## src/rtl/mips_pkg.sv

```systemverilog
// Shared MIPS definitions: opcodes common with the main control decoder,
// the encoder's instruction-kind enum and its FSM state enum.
package mips_pkg;

  localparam logic [5:0] OP_RTYPE = 6'b000000;
  localparam logic [5:0] OP_LW    = 6'b100011;
  localparam logic [5:0] OP_SW    = 6'b101011;
  localparam logic [5:0] OP_BEQ   = 6'b000100;
  localparam logic [5:0] OP_ADDI  = 6'b001000;
  localparam logic [5:0] OP_J     = 6'b000010;

  // Encodings 6 and 7 are deliberately unnamed: they are the illegal kinds.
  typedef enum logic [2:0] {
    KIND_RTYPE = 3'd0,
    KIND_LW    = 3'd1,
    KIND_SW    = 3'd2,
    KIND_BEQ   = 3'd3,
    KIND_ADDI  = 3'd4,
    KIND_J     = 3'd5
  } instr_kind_e;

  typedef enum logic [1:0] {
    S_IDLE  = 2'd0,
    S_WRITE = 2'd1,
    S_PAD   = 2'd2,
    S_FULL  = 2'd3
  } enc_state_e;

  function automatic logic is_branch(input logic [2:0] kind);
    return (kind == KIND_BEQ) || (kind == KIND_J);
  endfunction

endpackage

```

## src/rtl/instr_field_pack.sv

```systemverilog
// Combinational packer: instruction kind plus register/immediate fields
// into a 32-bit MIPS word, with a flag for illegal kinds.
module instr_field_pack
  import mips_pkg::*;
(
  input  logic [2:0]  kind,
  input  logic [4:0]  rs,
  input  logic [4:0]  rt,
  input  logic [4:0]  rd,
  input  logic [4:0]  shamt,
  input  logic [5:0]  funct,
  input  logic [25:0] imm,
  output logic        legal,
  output logic [31:0] word
);

  always_comb begin
    // NOTE: defaults first, so no path through the case leaves an output
    // unassigned and infers a latch.
    legal = 1'b1;
    word  = '0;
    case (kind)
      KIND_RTYPE: word = {OP_RTYPE, rs, rt, rd, shamt, funct};
      KIND_LW:    word = {OP_LW,   rs, rt, imm[15:0]};
      KIND_SW:    word = {OP_SW,   rs, rt, imm[15:0]};
      KIND_BEQ:   word = {OP_BEQ,  rs, rt, imm[15:0]};
      KIND_ADDI:  word = {OP_ADDI, rs, rt, imm[15:0]};
      KIND_J:     word = {OP_J,    imm};
      default:    legal = 1'b0;
    endcase
  end

endmodule

```

## src/rtl/instr_encoder.sv

```systemverilog
// Instruction encoder / program loader: packs one request per handshake and
// writes it to instruction memory. Define INSTR_ENC_DELAY_SLOT_EN to pad BEQ/J with a NOP.
module instr_encoder
  import mips_pkg::*;
#(
  parameter int              ADDR_W    = 6,
  parameter logic [ADDR_W-1:0] BASE_ADDR = '0
) (
  input  logic              clk,
  input  logic              reset,
  input  logic              in_valid,
  output logic              in_ready,
  input  logic [2:0]        in_kind,
  input  logic [4:0]        in_rs,
  input  logic [4:0]        in_rt,
  input  logic [4:0]        in_rd,
  input  logic [4:0]        in_shamt,
  input  logic [5:0]        in_funct,
  input  logic [25:0]       in_imm,
  input  logic              start,
  output logic              mem_we,
  output logic [ADDR_W-1:0] mem_addr,
  output logic [31:0]       mem_wdata,
  input  logic              mem_ack,
  output logic [ADDR_W:0]   count,
  output logic              err,
  output logic              full
);

  enc_state_e  state, state_next;
  logic        legal;
  logic [31:0] word;
  logic        accept, ack_fire, restart, addr_last, start_pend, pad_due;

  instr_field_pack u_pack (
    .kind  (in_kind),
    .rs    (in_rs),
    .rt    (in_rt),
    .rd    (in_rd),
    .shamt (in_shamt),
    .funct (in_funct),
    .imm   (in_imm),
    .legal (legal),
    .word  (word)
  );

  assign addr_last = (mem_addr == {ADDR_W{1'b1}});
  // A same-cycle start wins over the request, so the request must not see ready.
  assign in_ready  = (state == S_IDLE) && !reset && !start;
  assign mem_we    = (state == S_WRITE) || (state == S_PAD);

`ifdef INSTR_ENC_DELAY_SLOT_EN
  logic branch_q;

  always_ff @(posedge clk) begin
    if (reset)       branch_q <= 1'b0;
    else if (accept) branch_q <= is_branch(in_kind);
  end

  assign pad_due = (state == S_WRITE) && branch_q && !addr_last;
`else
  assign pad_due = 1'b0;
`endif

  always_ff @(posedge clk) begin
    // NOTE: non-blocking (<=) so every register samples pre-edge values.
    if (reset) state <= S_IDLE;
    else       state <= state_next;
  end

  always_comb begin
    state_next = state;
    accept     = 1'b0;
    ack_fire   = 1'b0;
    restart    = 1'b0;
    case (state)
      S_IDLE: begin
        if (start) begin
          restart = 1'b1;
        end else if (in_valid) begin
          accept = 1'b1;
          if (legal) state_next = S_WRITE;
        end
      end
      S_WRITE, S_PAD: begin
        if (mem_ack) begin
          ack_fire = 1'b1;
          if (pad_due)                  state_next = S_PAD;
          else if (start || start_pend) restart    = 1'b1;
          else if (addr_last)           state_next = S_FULL;
          else                          state_next = S_IDLE;
        end
      end
      S_FULL:  if (start) restart = 1'b1;
      default: state_next = S_IDLE;
    endcase
    if (restart) state_next = S_IDLE;
  end

  always_ff @(posedge clk) begin
    if (reset) begin
      mem_addr   <= BASE_ADDR;
      mem_wdata  <= '0;
      count      <= '0;
      err        <= 1'b0;
      full       <= 1'b0;
      start_pend <= 1'b0;
    end else if (restart) begin
      mem_addr   <= BASE_ADDR;
      count      <= '0;
      err        <= 1'b0;
      full       <= 1'b0;
      start_pend <= 1'b0;
    end else begin
      if (accept) begin
        if (legal) mem_wdata <= word;
        else       err       <= 1'b1;
      end
      if (mem_we && start) start_pend <= 1'b1;
      if (ack_fire) begin
        count <= count + 1'b1;
        // The last address is kept in FULL rather than wrapping to zero.
        if (state_next == S_FULL) full     <= 1'b1;
        else                      mem_addr <= mem_addr + 1'b1;
        if (pad_due) mem_wdata <= '0;
      end
    end
  end

endmodule

```

## config.mk

```make
export PLATFORM = sky130hd
export DESIGN_NAME = instr_encoder
export DESIGN_NICKNAME = d
export VERILOG_FILES = /design/src/rtl/mips_pkg.sv /design/src/rtl/instr_field_pack.sv /design/src/rtl/instr_encoder.sv
export SDC_FILE = /design/constraint.sdc
export NUM_CORES = 1
export LEC_CHECK = 0
export BUFFER_PORTS_ARGS = -buffer_cell sky130_fd_sc_hd__buf_2
export CELL_PAD_IN_SITES_DETAIL_PLACEMENT = 1
export CELL_PAD_IN_SITES_GLOBAL_PLACEMENT = 1
export CORE_ASPECT_RATIO = 2
export CORE_MARGIN = 1
export CORE_UTILIZATION = 30
export DETAILED_ROUTE_END_ITERATION = 10
export GPL_ROUTABILITY_DRIVEN = 0
export PLACE_DENSITY_LB_ADDON = 0.1
export REMOVE_ABC_BUFFERS = 1
export SLEW_MARGIN = 40
export SYNTH_ARGS = -nofsm -noshare
export SYNTH_HDL_FRONTEND = slang
export SYNTH_HIERARCHICAL = 1
export SYNTH_SLANG_ARGS = --single-unit
```

## constraint.sdc

```tcl
create_clock -name clk -period 3.2 [get_ports clk]
set_input_delay 0.64 -clock clk [delete_from_list [all_inputs] [get_ports clk]]
set_output_delay 0.64 -clock clk [all_outputs]
set_load 0.02 [all_outputs]
```

== Word-level counts from Yosys, hierarchy flattened ==
Index checks and enable logic that the tools add are counted.
Word-level totals
  input port bits: 60
  register bits: 50
Operators by class
  reductions and logical operators: 17
  equal/unequal tests: 10
  mux-type cells: 19
  add/sub/neg operators: 2
  bitwise operators: 3
Operators by type and width (number)
  $pmux 32 s6: 1
  $mux 2: 7
  $mux 1: 9
  $add 7x1->7 const B: 1
  $add 6x1->6 const B: 1
  $eq 2x2->1 const B: 3
  $eq 3x2->1 const B: 2
  $eq 3x3->1 const B: 2
  $eq 6x6->1 const B: 1
  $reduce_and 2->1: 3
  $reduce_or 2->1: 3
  $reduce_or 6->1: 1
  $pmux 2 s2: 1
  $eq 3x1->1 const B: 1
  $logic_and 1x1->1: 3
  $logic_not 3->1: 1
  $not 1->1: 3
  $reduce_and 3->1: 1
  $eq 2x1->1 const B: 1
  $logic_not 1->1: 2
  $logic_not 2->1: 1
  $logic_or 1x1->1: 2
  $pmux 1 s2: 1

== Longest topological paths before layout ==
Gate-level depths: netlist of run 1.
  depth in word-level cells: 11
  mapped depth: 9
  mapped depth without buffers: 8

== Modules after synthesis ==
The synthesis of run 1 kept the hierarchy.
By module, submodules not included
  instr_encoder: times used 1, area each 1988.2 µm², seq. area each 1001.0 µm², cells each 242
  instr_field_pack: times used 1, area each 803.3 µm², seq. area each 0.0 µm², cells each 117

== Worst setup path before layout of run 1 ==
No wires, ideal clock.
  path type: input to register
  start point: in in_kind[1]
  end point: reg mem_addr[4]
  buffers on the path: 2
  library setup time: 70 ps
  arrival time: 2452 ps
  stages on the path: 9
  path slack: 678 ps
  cells stage by stage: clkbuf_1 buf_2 nand2_1 nand4b_1 nand2_1 a211oi_1 o31ai_2 or3_1 a21oi_1
On the way
  longest elaborated chain between the ends: 11
  elaborated cells on any way between the ends: 16
Ends and longest elaborated chain
  from (decl): line instr_encoder.sv:13  | input logic [2:0] in_kind,
  $eq 3x1->1 (tied with other cells): line instr_field_pack.sv:22  | case (kind)
  $reduce_or 6->1 (no source line) *
  $mux 1 *: line instr_field_pack.sv:22
  via legal: line instr_encoder.sv:31  | logic legal;
  $mux 2 *: line instr_encoder.sv:82  | if (legal) state_next = S_WRITE;
  $mux 2 *: line instr_encoder.sv:80  | end else if (in_valid) begin
  $mux 2 *: line instr_encoder.sv:78  | if (start) begin
  $pmux 2 s2 *: line instr_encoder.sv:76  | case (state)
  $mux 2 *: line instr_encoder.sv:97  | if (restart) state_next = S_IDLE;
  $eq 2x2->1 *: line instr_encoder.sv:123  | if (state_next == S_FULL) full <= 1'b1;
  $not 1->1 (no source line) *
  $reduce_and 2->1 (no source line) *
  to (signal assigned): line instr_encoder.sv:124  | else mem_addr <= mem_addr + 1'b1;
  to (decl): line instr_encoder.sv:22  | output logic [ADDR_W-1:0] mem_addr,
Mark *: on every way through the listed nets, which the timed path passes. The rest lies on a longest branch.
A chain may end at the register's enable or synchronous reset.

== Final worst setup path of run 1 ==
  start point: reg state[0]
  end point: reg mem_addr[3]
On the way
  longest elaborated chain between the ends: 8
  elaborated cells on any way between the ends: 19
Ends and longest elaborated chain
  from (decl): line instr_encoder.sv:30  | enc_state_e state, state_next;
  from (signal assigned): line instr_encoder.sv:68  | else state <= state_next;
  $mux 2: line instr_encoder.sv:82
  $mux 2: line instr_encoder.sv:80
  $mux 2: line instr_encoder.sv:78
  $pmux 2 s2: line instr_encoder.sv:76
  $mux 2: line instr_encoder.sv:97
  $eq 2x2->1: line instr_encoder.sv:123
  $not 1->1 (no source line)
  $reduce_and 2->1 (no source line)
Several ways; a longest one is shown, not always the timed one.

==> reports/metrics.yaml, run 1 <==
status: "finished, final reports clean"
hold_ws_ps: 453.9
die_w_um: 70.21
r2r_cells: 8
hold_violations: 0
cts_inserted_buffers: 5
yosysTopAreaCell: "dfxtp_1"
clkLatencyLatePin_ps: 290
die_h_um: 138.4
clockBufferDepth: 2
io_buffers: 108
initial_core_util_pct: 30.97
arrival_ps: 2620
cts_resized: 0
drt-pass1-iter-count: 6
synth-edff-count: 0
synthArstFlopShare_pct: 0
syn_avg_cell_area_um2: 7.776
ir_drop_mv: 0.2350
worstPathRequired_ps: 3420
clock_skew_ps: 2.266
critical-path-max-stage-delay_ps: 540
grt_start_max_net_pins: 41
final-seq-area_mm2: 0.001001
yosys_most_used_dff: "dfxtp_1"
hold_depth: 2
worstSetupEndpointType: "register"
multi_input_area_mm2: 0.001594
drive_above_1_share_pct: 28.98
yosysWarnings: 6
vias: 2872
first_iter_violations: 72
clock-root-buffer: "clkbuf_16"
final_nets: 515
grt_pass1_vias: 3071
core_mm2: 0.009012
place_hpwl_um: 6572
drt_wl_total_um: 9013
r2r_slack_ps: 810
worstReg2RegEnd: "mem_addr[3]$_SDFFE_PP0P_"
tightest_slew_ps: 687.5
hp-class: "reg2reg"
post_drt_wl_per_cell_um: 16.27
synth_cell_types: 41
n_fill_cell: 1148
die_area_mm2: 0.009718
p_leak_nw: 1.608
worstSetupPathType: "reg2reg"
ant_nets: 0
synth_largest_type_area_fraction_pct: 35.86
fmax_mhz: 418.2
hold_path_startpoint: "mem_wdata[10]$_SDFFE_PP0P_"
postLayoutCoreUtil_pct: 39.12
post-route-drc-count: 0
synthCells: 359
cts.clk_slew.worst_paths_ps: 70
num_antenna_cells: 0
cts_setup_buffers: 0
track_usage_pct: 19.05
synth_area_mm2: 0.002791
synth_area_leaders: "dfxtp_1, nand2_1, a21oi_1"
cts.sinks: 50
rsz0062_at_grt: "no"
max_slew_margin_pct: 54.17
critPathSlowestCell: "a211oi_1"
grt-ovfl-total: 0
synth-seq-cells: 50
drv_slew: 0
layout_worst_path_cycle_share_pct: 74.72
fin_crit_ps: 2391
cap_viol_max_count: 0
grt_pass1_wl_um: 14750
antenna_found_initial: 0
row_count: 49
hold_buffers: 0
finalSetupTns_ps: 0
path_cells: "inv_1 -> ha_1 -> nand4b_1 -> nand2_1 -> a211oi_1 -> nor3_1 -> or3_1 -> a21oi_1"
p_per_area_mw_per_mm2: 407.0
h-tree-depth: 2
vias_per_cell: 5.184
seq_area_frac_synth_pct: 35.86
worstSetupStartpointType: "register"
ios: 109
worstPathMaxFanout: 5
reg2reg_from: "state[0]$_SDFF_PP0_"
final-setup-viol-count: 0
fin_ws_ps: 809.0
area_delta_synth_final_pct: 26.31
cts_tree: "yes"
pre_cts_ws_ps: 588.8
min_to: "mem_wdata[10]$_SDFFE_PP0P_"
[cell families after synthesis]
group | after synthesis | synth area share (%)
AOI/OAI and AO/OA | 83 | 21.20
xor gates and xnor gates | 9 | 2.824
adders and majority gates | 4 | 1.793
buffers and inverters | 47 | 7.440
DFF | 50 | 35.86
muxes | 2 | 0.7172
other | 1 | 0.1343
and+or+nand+nor | 163 | 30.03
[state kept, by name (all words and copies together), names as in the netlist]
register,count
count,7
mem_wdata,32
start_pend,1
err,1
mem_addr,6
full,1
state,2
[layer usage]
layer	wire, um	global-route usage [%]
met5	0	0
met4	155	6.211
met3	339	3.061
met2	5214	38.41
met1	3303	18.81
[where the power goes]
group / internal [W] / switching (W)
registers: 0.000637 / 0.00000788
clock network: 0.000295 / 0.000264
logic: 0.0000955 / 0.000136
total: 0.00103 / 0.000407
[stage by stage]
step	area [um^2]	cells	power, W
2_1_floorplan	2651	330	0.0007786
3_3_place_gp	3376	546	0.0008919
3_5_place_dp	3376	546	0.0008959
4_1_cts	3526	554	0.001468
5_1_grt	3526	554	0.001504
6_report	3526	554	0.001435
[layout by cell type, fill, tap and decap left out, types with 2 or more instances in the layout]
master	count
buf_4	6
inv_1	18
ha_1	4
nor2b_1	16
dfxtp_1	50
buf_2	108
o221ai_1	10
a221o_1	16
xnor2_1	4
nor2_1	19
and3b_1	16
a21oi_1	41
xor2_1	5
nand2_1	70
a41oi_1	2
or3_1	3
nand2b_1	12
o21ai_0	5
and4_1	2
clkbuf_16	5
or2_2	2
mux2i_1	2
nand3_1	15
nor3_1	2
[synth_stat cells, types with 2 or more instances]
cell / number
nand2_1: 70
mux2i_1: 2
and3b_1: 16
nor2_1: 19
o221ai_1: 10
ha_1: 4
xnor2_1: 4
and4_1: 2
xor2_1: 5
a221o_1: 16
nand3_1: 15
nand2b_1: 12
nor2b_1: 16
inv_1: 18
o21ai_0: 5
or3_1: 3
buf_6: 2
buf_2: 7
a41oi_1: 2
nor3_1: 2
clkbuf_1: 17
or2_2: 2
a21oi_1: 42
dfxtp_1: 50
buf_4: 2
[how the worst max path moves through the flow]
stage | from | to | slack, ps | cells past startpoint
after detailed placement | in_kind[2] | mem_addr[3]$_SDFFE_PP0P_ | 590 | 8
final | state[0]$_SDFF_PP0_ | mem_addr[3]$_SDFFE_PP0P_ | 810 | 8
after global placement | in_kind[1] | mem_addr[4]$_SDFFE_PP0P_ | 660 | 8
after floorplan | state[0]$_SDFF_PP0_ | mem_wdata[0]$_SDFFE_PP0P_ | 550 | 7
after CTS | state[0]$_SDFF_PP0_ | mem_addr[4]$_SDFFE_PP0P_ | 790 | 8
after global routing | state[0]$_SDFF_PP0_ | mem_addr[4]$_SDFFE_PP0P_ | 670 | 8
[worst max-delay path, delay by kind of cell, from the launching register on]
family | cells | cell delay [ps]
AO/OA/AOI/OAI | 2 | 680
AND/OR/NAND/NOR | 4 | 910
adder cells (fa/ha/maj) | 1 | 260
flip-flops | 1 | 410
buffers and inverters | 1 | 60
[cell type report]
type	count	area share [%]
clock buffers	5	3.549
clock inverters	3	0.7097
inverters	18	1.916
multi-input cells	262	45.21
flip-flops and latches	50	28.39
well taps	102	3.620
repair buffers	114	16.61
Power figures use the tool's default switching activity.
==> run 2, diff against run 1 <==
- clock period: 3.2 -> 2.35 ns (I/O delays scaled with it)
==> reports/metrics.yaml, run 2 (synthesized netlist as in run 1, its figures left out) <==
status: "finished, final reports clean"
die_w_um: 70.21
row_count: 49
instances_no_fill: 563
worstSetupPathType: "reg2reg"
grt_pass1_vias: 3087
hold_ws_ps: 457.0
worstSetupEndpointType: "register"
largest_register: "mem_wdata"
worstPathRequired_ps: 2530
core_mm2: 0.009012
vias_per_cell: 5.242
track_usage_pct: 19.94
worstPathMaxFanout: 7
grt_start_max_net_pins: 42
clockBufferDepth: 2
worstSetupStartpointType: "register"
die_h_um: 138.4
drt-pass1-iter-count: 4
tightest_slew_ps: 673.2
grt-ovfl-total: 0
final_common_cell: "buf_2"
clock-root-buffer: "clkbuf_16"
post-route-drc-count: 0
ant_nets: 0
place_hpwl_um: 7132
layout_common_cells: "buf_2, nand2_1, dfxtp_1"
largest_reg_flops: 32
p_leak_nw: 1.679
io_buffers: 108
die_area_mm2: 0.009718
post_drt_wl_per_cell_um: 16.81
drv_slew: 0
p_per_area_mw_per_mm2: 588.9
initial_core_util_pct: 30.97
arrival_ps: 2400
vias: 2951
max_slew_margin_pct: 55.12
drt_wl_total_um: 9462
first_iter_violations: 79
grt_pass1_wl_um: 15280
final_nets: 524
hold_violations: 0
h-tree-depth: 2
fin_total_pwr_w: 0.002161
fmax_mhz: 449.1
area_delta_synth_final_pct: 31.47
layout_worst_path_cycle_share_pct: 94.75
finalSetupTns_ps: 0
cap_viol_max_count: 0
n_fill_cell: 1140
fin_crit_ps: 2227
hp-class: "reg2reg"
postLayoutCoreUtil_pct: 40.72
rsz0062_at_grt: "no"
hold_buffers: 0
cts.sinks: 50
cts_inserted_buffers: 5
ios: 109
drive_above_1_share_pct: 31.24
num_antenna_cells: 0
clkLatencyLatePin_ps: 290
cts_resized: 0
cts_tree: "yes"
top_regs: "mem_wdata (32), count (7), mem_addr (6)"
cts.clk_slew.worst_paths_ps: 70
place_inst: 555
ir_drop_mv: 0.3157
antenna_found_initial: 0
cts_setup_buffers: 0
clock_skew_ps: 3.697
final-setup-viol-count: 0
==> run 2: final timing paths <==
check	to	slack (ps)	startpoint	depth (start not counted)
worst max-delay path	mem_addr[0]$_SDFFE_PP0P_	120	state[0]$_SDFF_PP0_	9
worst min-delay path	mem_wdata[6]$_SDFFE_PP0P_	460	mem_wdata[6]$_SDFFE_PP0P_	2
worst max register to register	mem_addr[0]$_SDFFE_PP0P_	120	state[0]$_SDFF_PP0_	9
worst min register to register	mem_wdata[6]$_SDFFE_PP0P_	460	mem_wdata[6]$_SDFFE_PP0P_	2
==> run 2: final cells by class <==
class	instances	area [um^2]	area share, %
timing repair buffer	123	660.6	18.00
clock inverter	3	68.82	1.875
sequential	50	1001	27.28
inverter	18	67.56	1.841
clock buffer	5	125.1	3.409
multi-input combinational	262	1619	44.12
tap	102	127.6	3.478
==> run 2: report_power, final <==
group	total, W	switching, W	leakage (nW)	internal (W)
clock network	0.000954	0.000342	0.0940	0.000612
registers	0.000880	0.0000116	0.405	0.000868
logic	0.000327	0.000189	1.18	0.000138
total	0.00216	0.000543	1.68	0.00162
==> run 2: worst max-delay path, cell delays in order, from the launching register on <==
cell	delay [ps]
dfxtp_1	420
inv_1	70
ha_2	350
a21oi_1	190
a21oi_1	100
a311o_2	400
o31ai_4	220
buf_4	170
xor2_1	140
nor2_1	50
==> run 2: metal layers <==
metal	share of wire (%)	wire, um	track usage, %	vias to the layer above
met5	0	0	0	-
met4	2.1	196	7.263	0
met3	3.6	339	3.134	13
met2	58	5490	39.63	74
met1	36	3436	19.93	1426
li1	-	-	-	1438
==> run 2: through the flow <==
stage	setup WS, ps	cell area, um^2
2_1_floorplan	-299.5	2651
3_5_place_dp	-13.90	3451
3_3_place_gp	4.253	3436
6_report	123.4	3670
4_1_cts	29.94	3645
5_1_grt	5.601	3670
